File: config.mk
export PLATFORM = sky130hd
export DESIGN_NAME = neo_memcard
export DESIGN_NICKNAME = d
export VERILOG_FILES = /design/src/rtl/neo_memcard_pkg.sv /design/src/rtl/neo_memcard.sv
export SDC_FILE = /design/constraint.sdc
export NUM_CORES = 1
export LEC_CHECK = 0
export BUFFER_PORTS_ARGS = -buffer_cell sky130_fd_sc_hd__buf_2
export CELL_PAD_IN_SITES_DETAIL_PLACEMENT = 0
export CELL_PAD_IN_SITES_GLOBAL_PLACEMENT = 2
export CORE_MARGIN = 8
export CORE_UTILIZATION = 23
export CTS_CLUSTER_DIAMETER = 40
export DETAILED_ROUTE_END_ITERATION = 16
export GPL_TIMING_DRIVEN = 1
export PLACE_DENSITY = 0.75
export SLEW_MARGIN = 20
export SYNTH_ARGS = -nofsm -noshare
export SYNTH_HDL_FRONTEND = slang
export SYNTH_SLANG_ARGS = --single-unit
export TNS_END_PERCENT = 100
File: constraint.sdc
create_clock -name CLK_24M -period 1.4 [get_ports CLK_24M]
set_input_delay 0.07 -clock CLK_24M [delete_from_list [all_inputs] [get_ports CLK_24M]]
set_output_delay 0.07 -clock CLK_24M [all_outputs]
set_load 0.01 [all_outputs]
File: src/rtl/neo_memcard_pkg.sv
// Shared types and constants for the neo_memcard controller.
package neo_memcard_pkg;

   typedef enum logic [1:0] {
      ST_IDLE = 2'd0,
      ST_REQ  = 2'd1,
      ST_HOLD = 2'd2
   } state_e;

   localparam logic [7:0] CARD_EMPTY_DATA = 8'hFF;

endpackage

File: src/rtl/neo_memcard.sv
// Memory card controller: one byte transaction per strobe assertion
// against a req/ack backing store, with 68k stall and dirty tracking.
module neo_memcard
   import neo_memcard_pkg::*;
#(
   parameter int ADDR_W = 11
) (
   input  logic              CLK_24M,
   input  logic              nRESET,
   input  logic [23:0]       CDA,
   input  logic              nCRDC,
   input  logic              nCRDO,
   input  logic              nCRDW,
   input  logic [7:0]        M68K_DATA_LO,
   output logic [7:0]        CARD_DATA,
   output logic              nCARD_WAIT,
   input  logic              CARD_INSERTED,
   input  logic              CARD_WP,
   output logic [ADDR_W-1:0] MEM_ADDR,
   output logic [7:0]        MEM_WDATA,
   output logic              MEM_WE,
   output logic              MEM_REQ,
   input  logic              MEM_ACK,
   input  logic [7:0]        MEM_RDATA,
   output logic              DIRTY,
   input  logic              DIRTY_CLR
);

   state_e            state_q, state_d;
   logic [ADDR_W-1:0] mem_addr_q, mem_addr_d;
   logic [7:0]        mem_wdata_q, mem_wdata_d;
   logic              mem_we_q, mem_we_d;
   logic              mem_req_q, mem_req_d;
   logic [7:0]        card_data_q, card_data_d;
   logic              dirty_q, dirty_d;

   logic sel;
   logic wr;

   // Upper CDA bits only mirror the card; keep them visibly consumed.
   logic unused_cda;
   assign unused_cda = ^CDA;

   assign sel = ~nCRDC & (~nCRDO | ~nCRDW);
   assign wr  = ~nCRDW;

   always_comb begin
      state_d     = state_q;
      mem_addr_d  = mem_addr_q;
      mem_wdata_d = mem_wdata_q;
      mem_we_d    = mem_we_q;
      mem_req_d   = mem_req_q;
      card_data_d = card_data_q;
      dirty_d     = dirty_q & ~DIRTY_CLR;

      unique case (state_q)
         ST_IDLE: begin
            if (sel) begin
               mem_addr_d  = CDA[ADDR_W-1:0];
               mem_wdata_d = M68K_DATA_LO;
               mem_we_d    = wr;
               if (CARD_INSERTED && !(wr && CARD_WP)) begin
                  mem_req_d = 1'b1;
                  state_d   = ST_REQ;
               end else begin
                  if (!wr)
                     card_data_d = CARD_EMPTY_DATA;
                  state_d = ST_HOLD;
               end
            end
         end
         ST_REQ: begin
            if (MEM_ACK) begin
               mem_req_d = 1'b0;
               // A completing write outranks a same-cycle host clear.
               if (mem_we_q)
                  dirty_d = 1'b1;
               else
                  card_data_d = MEM_RDATA;
               state_d = ST_HOLD;
            end
         end
         ST_HOLD: begin
            if (!sel)
               state_d = ST_IDLE;
         end
         default: begin
            state_d   = ST_IDLE;
            mem_req_d = 1'b0;
         end
      endcase
   end

   always_ff @(posedge CLK_24M or negedge nRESET) begin
      if (!nRESET) begin
         state_q     <= ST_IDLE;
         mem_addr_q  <= '0;
         mem_wdata_q <= '0;
         mem_we_q    <= 1'b0;
         mem_req_q   <= 1'b0;
         card_data_q <= CARD_EMPTY_DATA;
         dirty_q     <= 1'b0;
      end else begin
         state_q     <= state_d;
         mem_addr_q  <= mem_addr_d;
         mem_wdata_q <= mem_wdata_d;
         mem_we_q    <= mem_we_d;
         mem_req_q   <= mem_req_d;
         card_data_q <= card_data_d;
         dirty_q     <= dirty_d;
      end
   end

   assign nCARD_WAIT = ~(((state_q == ST_IDLE) & sel) | (state_q == ST_REQ));
   assign MEM_ADDR   = mem_addr_q;
   assign MEM_WDATA  = mem_wdata_q;
   assign MEM_WE     = mem_we_q;
   assign MEM_REQ    = mem_req_q;
   assign CARD_DATA  = card_data_q;
   assign DIRTY      = dirty_q;

endmodule

After elaboration in Yosys (flattened, before gate mapping)

Index checks and enable logic that the tools add are counted.
Widths: inputs -> output; s select.

Register bits: 32
Output and inout port bits: 31

Muxes and demuxes: 18
Equality and inequality tests: 9
Reductions and logical operators: 9
Bitwise gates (word level): 11

Operators with widths:

| cell               | count |
|---|---|
| $mux 8             | 5 |
| $pmux 8 s2         | 1 |
| $ne 2x2->1 const B | 7 |
| $mux 2             | 4 |
| $mux 1             | 6 |
| $not 1->1          | 6 |
| $pmux 2 s3         | 1 |
| $reduce_and 6->1   | 1 |
| $reduce_and 4->1   | 1 |
| $and 1x1->1        | 3 |
| $pmux 1 s3         | 1 |
| $reduce_and 3->1   | 1 |
| $eq 2x1->1 const B | 1 |
| $eq 2x2->1 const B | 1 |
| $logic_and 1x1->1  | 2 |
| $logic_not 2->1    | 1 |
| $or 1x1->1         | 2 |
| $reduce_and 2->1   | 1 |
| $reduce_bool 2->1  | 1 |
| $logic_not 1->1    | 1 |

Logic depth before layout (Yosys ltp)

Depth in word-level cells: 7
Depth in mapped cells: 5
Depth with buffers taken out: 3

Worst setup path before layout

No wires, ideal clock.

Path kind: register -> register
Start point: reg state_q[0]
End point: reg mem_addr_q[10] (netlist: MEM_ADDR[10])
Required time: 1275 ps
Path buffers: 2
Clock period less this slack: 1458 ps
Path slack: -58 ps
Data arrival time: 1333 ps
Stages on the path, launching flop included: 6
Path through: dfrtp_1 > buf_6 > a211o_4 > nor2_4 > buf_12 > mux2_4

Word-level cells in the longest chain between the ends: 2

RTL lines:

| item                       | line               | source |
|---|---|---|
| start, declared            | neo_memcard.sv:29  | `state_e state_q, state_d;` |
| start signal, assigned     | neo_memcard.sv:104 | `state_q <= state_d;` |
| $logic_not 2->1            | neo_memcard.sv:56  | `unique case (state_q)` |
| $reduce_and 2->1 (no line) | n/a                |  |
| end signal, assigned       | neo_memcard.sv:105 | `mem_addr_q <= mem_addr_d;` |
| end, declared              | neo_memcard.sv:30  | `logic [ADDR_W-1:0] mem_addr_q, mem_addr_d;` |

Every way passes these cells.
A chain may end at the register's enable or synchronous reset.

Worst setup path in the final report

Start point: reg state_q[0]
End point: reg mem_addr_q[4] (netlist: MEM_ADDR[4])

Same word-level chain as after synthesis.

==> results.md <==
- Status: complete, but fails checks
- Failing checks: setup timing
- Power, Total: around 0.0033 W
- Most frequent cell after synthesis: dfrtp_1
- Max Root-Sink Buffers: 2
- Worst vdd ir: ~610 uV
- Die height: approximately 95 um
- Initial Utilization: around a quarter
- Switch share: 28.9%
- Crit path DAT: roughly 1600 ps
- Via/cell ratio: approximately 4.2
- Clock Latency Late Sink: about 280 ps
- Gr usage total: 8.50%
- Htree depth: 2
- CP required: 1560 ps
- Max_cap viols: 0
- Max Clk Rate: 706 MHz
- Post-DR wirelength/cell: around 15 um
- Buffers on Ports: 66
- Post-synthesis sequential area ratio: between 50% and 60%
- Critical Path, Cell by Cell: a211o_4, nor2_4, buf_12, mux2_4
- Clk pwr share: 26.4%
- Leading area contributor after synthesis: dfrtp_1
- Dominant synthesized flop cell: dfrtp_1
- Area of the multi-input gates: ~570 um^2
- CTS buffer count: 5
- Cell Area, Synth: around 1400 um^2
- Initial DRC count: 25
- Cell Area, Placed: 1860 um^2
- Final setup viols: 19
- Synthesized flop and latch total: 32
- Post-Route Skew: roughly 3.8 ps
- HPWL Detailed: between 2000 and 3000 um
- Post-place setup slack: -15.8 ps
- Slew HR: roughly four fifths
- Top cells by area, synth: dfrtp_1, mux2_4, dfstp_2
- Drt pass-1 iters: 4
- Worst hold path class: primary input to flip-flop
- Area fraction of the dominant cell type after synthesis: between 40% and 50%
- GRT overflow: 0
- Share of post-route cells with drive strength above 1: between 60% and 70%
- Row cnt: 28
- Clock sinks: 32
- Synth cell types: 25
- Die ar.: ~8900 um^2
- Setup crit start kind: flip-flop
- Cell Int Power: approximately 0.0023 W
- Area Overhead vs Synth: 42.3%
- Post-route cell area: between 2000 and 2500 um^2
- Final Slew Violations: 0
- Switch Pwr: ~0.00095 W
- Register Area: just over 800 um^2
- Core footprint: approximately 6000 um^2
- Final wirelength: 3740 um
- Leakage: between 0.9 and 1 nW
- Setup WS post-layout: -16.2 ps
- DR vias: between 1k and 1.5k
- Reg power frac: 42.7%
- Initial antenna violation count: 0
- Pwr dens: around 1600 nW/um^2
- Final GP Congestion: roughly 0.7
- CP max stage delay: ~390 ps
- Antenna diodes: 0
- Clock transition at path regs: 70 ps
- Gate power share: between 30% and 40%
- Nets@finish: between 200 and 250
- Root Buffer: clkbuf_8
- CP Capture Type: flip-flop
- ANT nets after route: 0
- First-pass GRT wire length: 5900 um
- Least-Margin Pin Slew: about 290 ps
- Avg Inst Size Synth: about 14 um^2
- Fill count: 632
- Ys Warns: 0
- # IOs: 80
- Fin crit period: ~1400 ps
- Max FO, Critical Path: 20
- RSZ-0062 raised after global routing: yes
- Post-synth top cells: dfrtp_1, mux2_4, nor2_1
- Cells after Synth: ~100
- CTS tree: yes
- Fin. Hold Viols: 0
- Vias in the first global route: between 1k and 1.5k
- Largest net degree at the start of global routing: 32
- CP max stage cell: dfrtp_1
- Width of the chip: approximately 95 um
- Crit Path Class: flip-flop to flip-flop
- DRC Markers: 0
- Post-synth net total: 153
- Post-synth EDFFs: 0
- Asr flop ratio synth: between 90% and 100%
- Final period util: 101%
==> final timing paths <==
path	start	to	slack, ps	depth (start not counted)
max	state_q[0]$_DFFE_PN0P_	MEM_ADDR[4]$_DFFE_PN0P_	-20	4
min	MEM_RDATA[4]	CARD_DATA[4]$_DFFE_PN1P_	20	3
max reg2reg	state_q[0]$_DFFE_PN0P_	MEM_ADDR[4]$_DFFE_PN0P_	-20	4
min reg2reg	MEM_WDATA[2]$_DFFE_PN0P_	MEM_WDATA[2]$_DFFE_PN0P_	510	1
max in group asynchronous	nRESET	CARD_DATA[0]$_DFFE_PN1P_	850	3
min in group asynchronous	nRESET	MEM_ADDR[0]$_DFFE_PN0P_	130	2
==> per-stage QoR <==
stage	TNS (ps)	utilization [%]	hold slack (ps)	cells
after floorplan	-1090	-	-226	104
after global placement	-228	31.3	-131	247
after detailed placement	-199	31.3	-130	247
after CTS	-427	33.5	5.47	257
after global routing	-846	33.9	7.07	257
final	-167	33.9	16.7	257
==> sequential cells by signal (all words and copies together) (netlist names) <==
signal and flops:
CARD_DATA 8, DIRTY 1, MEM_ADDR 11, MEM_REQ 1, MEM_WDATA 8, MEM_WE 1
state_q 2
==> layer usage <==
layer,vias to the layer above,track usage (%),wire (um)
li1,510,-,-
met1,514,11.6,1790
met2,58,12.1,1480
met3,7,3.17,439
met4,0,2.73,37
met5,-,0,0
==> worst max-delay path: cells and delay by family, from the launching register on <==
kind	cells	cell delay [ps]
flops	1	390
mux	1	320
compound gates	1	290
buf+inv	1	200
simple gates	1	100
==> cell families (layout without fill, tap and decap cells) <==
kind of cell | after synthesis | after routing | synth area share (%)
compound gates | 17 | 17 | 7.67
buf+inv | 9 | 87 | 5.29
simple gates | 26 | 26 | 9.16
flops | 32 | 32 | 57.1
mux | 20 | 20 | 20.8
==> cells in the final DEF, fill, tap and decap left out <==
cell type / count
a211o_4: 1
a211oi_4: 1
a21oi_1: 8
a21oi_2: 1
a31o_2: 1
a31oi_1: 1
buf_12: 2
buf_2: 66
buf_4: 5
bufinv_16: 1
clkbuf_1: 1
clkbuf_8: 5
clkinv_2: 1
dfrtp_1: 24
dfstp_2: 8
dlygate4sd3_1: 2
inv_1: 4
mux2_4: 19
mux2i_1: 1
nand2_1: 1
nand2b_1: 1
nand3_1: 2
nand4bb_1: 1
nor2_1: 17
nor2_4: 1
nor4_4: 1
nor4bb_1: 1
o21ai_0: 2
o21ai_1: 1
o32ai_1: 1
or2b_1: 1
==> cell type report <==
cell class	instances	area share [%]
Clock buffer	6	3.59
Clock inverter	2	1.73
Inverter	4	0.743
Multi-Input combinational cell	63	28.0
Sequential cell	32	40.1
Tap cell	75	4.64
Timing Repair Buffer	75	21.2
==> what timing repair did <==
action / 4_1_cts / 5_1_grt
hold buffers: 2 / 0
endpoints found under the hold margin: 33 / 0
resized for setup: 1 / 5
setup buffers: 0 / 0
endpoints found under the setup margin: 20 / 21
==> power groups by stage <==
stage          Sequential [W]  Combinational [W]  Clock, W
2_1_floorplan         0.00155           0.000447         0
3_3_place_gp          0.00141            0.00100         0
3_5_place_dp          0.00142            0.00101         0
4_1_cts               0.00141            0.00102  0.000908
5_1_grt               0.00145            0.00111  0.000946
6_report              0.00140            0.00101  0.000867
Power figures use the tool's default switching activity.
